`config.mk`:
```
export PLATFORM = sky130hd
export DESIGN_NAME = counter_load_arbiter
export DESIGN_NICKNAME = d
export VERILOG_FILES = /design/src/rtl/counter_load_arbiter.sv
export SDC_FILE = /design/constraint.sdc
export NUM_CORES = 1
export LEC_CHECK = 0
export ABC_AREA = 1
export CORE_UTILIZATION = 44
export DETAILED_ROUTE_END_ITERATION = 16
export PLACE_DENSITY = 0.84
export SLEW_MARGIN = 20
export SYNTH_ARGS = -nofsm -noshare
export SYNTH_HDL_FRONTEND = slang
export SYNTH_SLANG_ARGS = --single-unit
```
`constraint.sdc`:
```
create_clock -name pclk -period 1.57 [get_ports pclk]
set_input_delay 0.157 -clock pclk [delete_from_list [all_inputs] [get_ports pclk]]
set_output_delay 0.157 -clock pclk [all_outputs]
set_load 0.03 [all_outputs]
```
`src/rtl/counter_load_arbiter.sv`:
```
// Loadable up-counter sequencer: round-robin load arbitration between two
// requesters, enabled counting, terminal-count pulse on wrap, and abort.
module counter_load_arbiter #(
  parameter int unsigned WIDTH = 8
) (
  input  logic             pclk,
  input  logic             prstn,
  input  logic             preq_a,
  input  logic [WIDTH-1:0] pdat_a,
  input  logic             preq_b,
  input  logic [WIDTH-1:0] pdat_b,
  input  logic             pcnt_en,
  input  logic             pabort,
  output logic             pgnt_a,
  output logic             pgnt_b,
  output logic [WIDTH-1:0] pcnt,
  output logic             ptc,
  output logic             pbusy
);

  typedef enum logic {
    IDLE = 1'b0,
    RUN  = 1'b1
  } state_t;

  state_t           state_q;
  state_t           state_d;
  logic             ptr_q;   // 0: A has priority on a tie, 1: B has priority
  logic             ptr_d;
  logic [WIDTH-1:0] cnt_d;
  logic             gnt_a_d;
  logic             gnt_b_d;
  logic             tc_d;

  // Next-state, arbitration and counter update
  always_comb begin
    state_d = state_q;
    ptr_d   = ptr_q;
    cnt_d   = pcnt;
    gnt_a_d = 1'b0;
    gnt_b_d = 1'b0;
    tc_d    = 1'b0;
    case (state_q)
      IDLE: begin
        if (preq_a && (!preq_b || !ptr_q)) begin
          gnt_a_d = 1'b1;
          cnt_d   = pdat_a;
          ptr_d   = 1'b1;
          state_d = RUN;
        end else if (preq_b) begin
          gnt_b_d = 1'b1;
          cnt_d   = pdat_b;
          ptr_d   = 1'b0;
          state_d = RUN;
        end
      end
      RUN: begin
        // Abort wins over both counting and wrap in the same cycle
        if (pabort) begin
          state_d = IDLE;
        end else if (pcnt_en) begin
          if (&pcnt) begin
            cnt_d   = '0;
            tc_d    = 1'b1;
            state_d = IDLE;
          end else begin
            cnt_d = pcnt + WIDTH'(1);
          end
        end
      end
      default: state_d = IDLE;
    endcase
  end

  // State and registered outputs
  always_ff @(posedge pclk or negedge prstn) begin
    if (!prstn) begin
      state_q <= IDLE;
      ptr_q   <= 1'b0;
      pcnt    <= '0;
      pgnt_a  <= 1'b0;
      pgnt_b  <= 1'b0;
      ptc     <= 1'b0;
      pbusy   <= 1'b0;
    end else begin
      state_q <= state_d;
      ptr_q   <= ptr_d;
      pcnt    <= cnt_d;
      pgnt_a  <= gnt_a_d;
      pgnt_b  <= gnt_b_d;
      ptc     <= tc_d;
      pbusy   <= (state_d == RUN);
    end
  end

endmodule

```
=== After elaboration in Yosys (flattened, before gate mapping) ===
Index checks and enable logic that the tools add are counted.

* Input bits: 22
* Register bits: 13
* Word-level logic and storage cells: 41
* Output and inout port bits: 12

* $add $sub $neg: 1
* Reduce and logical (&&, ||, !) cells: 8
* Mux-type cells: 22
* Equal/unequal tests: 3
* Bitwise logic cells: 1

{| class="wikitable"
|+ Operators with widths
! operator !! number
|-
| 8-bit 2-to-1 mux || 5
|-
| 8-bit one-hot mux with 2 select lines || 1
|-
| 1-bit 2-to-1 mux || 15
|-
| 8-bit by 1-bit adder with 8-bit output (second input constant) || 1
|-
| 8-bit AND reduction || 1
|-
| 2-bit != test (second input constant) || 2
|-
| 3-bit != test (second input constant) || 1
|-
| 3-bit AND reduction || 1
|-
| 1-bit logical NOT || 2
|-
| 1-bit one-hot mux with 2 select lines || 1
|-
| 2-bit AND reduction || 1
|-
| 2-bit nonzero test || 1
|-
| 1-bit logical AND || 1
|-
| 1-bit logical OR || 1
|-
| 1-bit inverter || 1
|}

=== Logic depth before layout (Yosys ltp) ===
* Depth in word-level cells: 5
* Depth in mapped cells: 9
* Mapped depth without buffers: 8

=== Least setup slack after synthesis ===
No wires, ideal clock.

* Kind: register to register
* Start point: register pcnt[1]
* End point: register pcnt[3]
* Cell stages (with the launch flop): 9
* Library setup time: 0.118 ns
* Setup slack: 0.125 ns
* Clock period less this slack: 1.445 ns
* Buffers on the path: 0
* Data arrival time: 1.327 ns
* Required time: 1.452 ns
* Cell sequence: dfrtp_1 > ha_1 > nand2_1 > nor2_1 > nand2_1 > nand2_1 > nor2_1 > nor2_1 > nor2_1

* Longest elaborated chain between the ends: 5
* Elaborated cells on any way between the ends: 6
* Classes of those cells: add/sub (1); mux (4); reduce/logical (1)

{| class="wikitable"
|+ RTL lines
! element !! line !! RTL
|-
| start, declared || 16 || <nowiki>output logic [WIDTH-1:0] pcnt,</nowiki>
|-
| start signal, assigned || 88 || <nowiki>pcnt <= cnt_d;</nowiki>
|-
| 8-bit by 1-bit adder with 8-bit output or 8-bit AND reduction (tied branches) || 67, 62 ||
|-
| 8-bit 2-to-1 mux * || 62 || <nowiki>if (&pcnt) begin</nowiki>
|-
| 8-bit 2-to-1 mux * || 61 || <nowiki>end else if (pcnt_en) begin</nowiki>
|-
| 8-bit 2-to-1 mux * || 59 || <nowiki>if (pabort) begin</nowiki>
|-
| 8-bit one-hot mux with 2 select lines * || 43 || <nowiki>case (state_q)</nowiki>
|}

Every way passes the cells marked *; elsewhere a longest branch is shown, timed or not. The select of a mux whose other input is x is not followed.
A chain may end at the register's enable or synchronous reset.

=== Worst setup path in the final report ===
* Start point: register pcnt[1]
* End point: register pcnt[5]

The elaborated chain is that of the path after synthesis.

==> results.cfg <==
[critical_path]
cpPeakStageDelay_ns = 0.42
path_buf_inv = 0
critical_path_class = reg2reg
critPathCaptureType = flip-flop
cp_data_required_time_ns = 1.75
worstPathCellList = ha_1 -> nand2_1 -> nor2_1 -> nand2_1 -> nand2_1 -> nor2_1 -> nor2_1 -> nor2_1
cp_data_arrival_time_ns = 1.63
worst_path_most_repeated_cell = nor2_1
crit_family = simple AND/OR/NAND/NOR gates
start_kind = flip-flop
crit_path_max_fanout = 5
slowest_stage = dfrtp_1

[cells_and_area]
final_area_um2 = 1330
multi_input_area_um2 = 503
synthToLayoutAreaGrowth_pct = 41.7
seq_area_um2 = 327
layout_commonest_cell = nand2_1
diodes = 0
n_fill_cell = 171
layout.nets = 200
final_core_util_pct = 67.2
drive_gt1_share_pct = 13.1
layoutNonFillerInstCount = 203
final_cell_mix = nand2_1, clkdlybuf4s50_1, nor2_1, inv_1, nand3_1

[cts]
clk_pin_slew_ns = 0.09
clock_latency_ns = 0.28
ctsLongestPathBuffers = 2
postCtsResizedCells = 6
cts_root_buf = clkbuf_4
htreeDepth = 1
ctsHoldBuffers = 0
clock_sinks = 13
cts_setup_buffers = 0
cts_tree = yes
cts_buffers = 3

[floorplanning]
coreArea_um2 = 1980
die-width_um = 48.2
die-area_um2 = 2320
io_pins = 34
start_util_pct = 47.4
die_h_um = 48.2
rows = 16

[drt]
wire_per_inst_um = 11.0
wl_met1_um = 1010
wl_met2_um = 1080
drt-total-wl_um = 2230
dr_wl_met3_um = 118
drtIter0Drc = 20
drcViolationCount = 0
firstDrtPassIters = 4
via_per_inst = 4.89
routed-via-count = 992
drtAntennaViolNets = 0
highest_layer = met4

[pwr]
powerDensity_nw_per_um2 = 1630
peakVddDrop_mv = 0.843
p_int_mw = 1.08
switching_power_mw = 1.09
leakage_nw = 0.700
p_clk_share_pct = 9.9
comb_power_share_pct = 59.7
pwr-share-seq_pct = 30.4
p_sw_share_pct = 50.2

[sta]
fmax_mhz = 686
fin_crit_ns = 1.46
setup_viol = 0
drv_slew = 0
whs_ns = 0.176
slew_headroom_pct = 77.9
tightest_slew_ns = 0.330
fin_crit_sh_pct = 92.8
final-hold-violation-count = 0
finalClockSkew_ns = 0.00772

[placed_design]
place_congestion = 0.922
place_area_um2 = 1300
numPortBuffers = 33
place_hpwl_um = 1720
dp.cells = 199

[synthesis]
synth_top_cell_by_area = dfrtp_1
synth-simple-area-share_pct = 41.8
ys_warn_count = 0
synth_top_family_by_area = simple AND/OR/NAND/NOR gates
synth_xor_xnor_area_share_pct = 0.932
synth_fa_ha_area_share_pct = 1.33
ys_seq_elements = 13
synth.area.mux_share_pct = 0
syn_area_um2 = 940
yosys.area.top_type_share_pct = 34.6
synth_compound_area_share_pct = 9.45
synth_nets = 160
synth_cells = 137
synth_area_leaders = dfrtp_1, nand2_1, nor2_1
ys_seq_area_share_pct = 34.6
syn_area_per_cell_um2 = 6.86
netlist-cell-type-count = 21

[global_routing]
grt_start_max_net_pins = 14
track_usage_pct = 21.7
overflow = 0
first_global_vias = 846
grt_pass1_wl_um = 3480
grt_antenna_before_repair = 0

[hold_path]
hold_class = in2async

[run_status]
status = finished clean

[run]
drv_cap = 0
==> cells in the mapped netlist <==
library cell	n
ha_1	1
nand3_1	15
or2_2	1
o21ai_1	2
inv_4	1
dfrtp_1	13
inv_2	1
buf_6	4
o21ai_2	3
o21ai_0	4
o211ai_1	1
nand2_1	38
nand2_2	4
nand3b_1	4
nand2_4	1
nor2_1	22
o21bai_1	2
nand3_2	2
xor2_1	1
inv_1	15
a21oi_1	2
==> stage by stage <==
step / setup WS (ns) / setup TNS (ns) / total power, mW
2_1_floorplan: 0.125 / 0 / 1.58
3_3_place_gp: 0.0981 / 0 / 1.98
3_5_place_dp: 0.0854 / 0 / 2.01
4_1_cts: 0.00515 / 0 / 2.17
5_1_grt: -0.00345 / -0.00345 / 2.34
6_report: 0.113 / 0 / 2.17
==> final cells by class <==
| type | instances | area share (%) |
|---|---|---|
| clock buffer | 4 | 1.97 |
| inverter | 17 | 4.98 |
| multi-input combinational | 103 | 37.8 |
| sequential | 13 | 24.5 |
| tap | 27 | 2.54 |
| timing repair buffer | 39 | 28.2 |
==> final timing paths <==
kind,slack [ns],cells past startpoint,start,endpoint
worst max-delay path,0.11,8,pcnt[1],pcnt[5]
worst max register to register,0.11,8,pcnt[1],pcnt[5]
min in group pclk,0.51,2,ptr_q,ptr_q
worst min register to register,0.51,2,ptr_q,ptr_q
worst min-delay path,0.18,2,prstn,pcnt[2]
max in group asynchronous,1.22,2,prstn,pcnt[0]
==> flip-flops by register name, summed over array words and instances, names as in the netlist <==
| register | flops |
|---|---|
| ptc | 1 |
| state_q | 1 |
| ptr_q | 1 |
| pgnt_a | 1 |
| pgnt_b | 1 |
| pcnt | 8 |
==> cell families after synthesis <==
family / Yosys count
XOR/XNOR: 1
flip-flops: 13
buffers and inverters: 21
AND/OR/NAND/NOR: 87
AO/OA/AOI/OAI: 14
adder cells (fa/ha/maj): 1
==> layer usage <==
| metal | global-route usage, % | vias up |
|---|---|---|
| met3 | 4.44 | 2 |
| li1 | - | 508 |
| met2 | 34.9 | 36 |
| met4 | 8.33 | 0 |
| met5 | 0 | - |
| met1 | 28.5 | 446 |
==> power by group through the flow <==
stage	logic, mW	registers, mW	clock network, mW
floorplan	0.713	0.866	0
global placement	1.32	0.656	0
detailed placement	1.35	0.666	0
CTS	1.30	0.654	0.219
global route	1.43	0.682	0.235
finish	1.29	0.659	0.215
==> worst register-to-register path: cells and delay by family, from the launching register on <==
kind | cells | cell delay, ns
simple gates | 7 | 0.77
flops | 1 | 0.42
fa+ha+maj | 1 | 0.18
(Power assumes the default switching activity.)
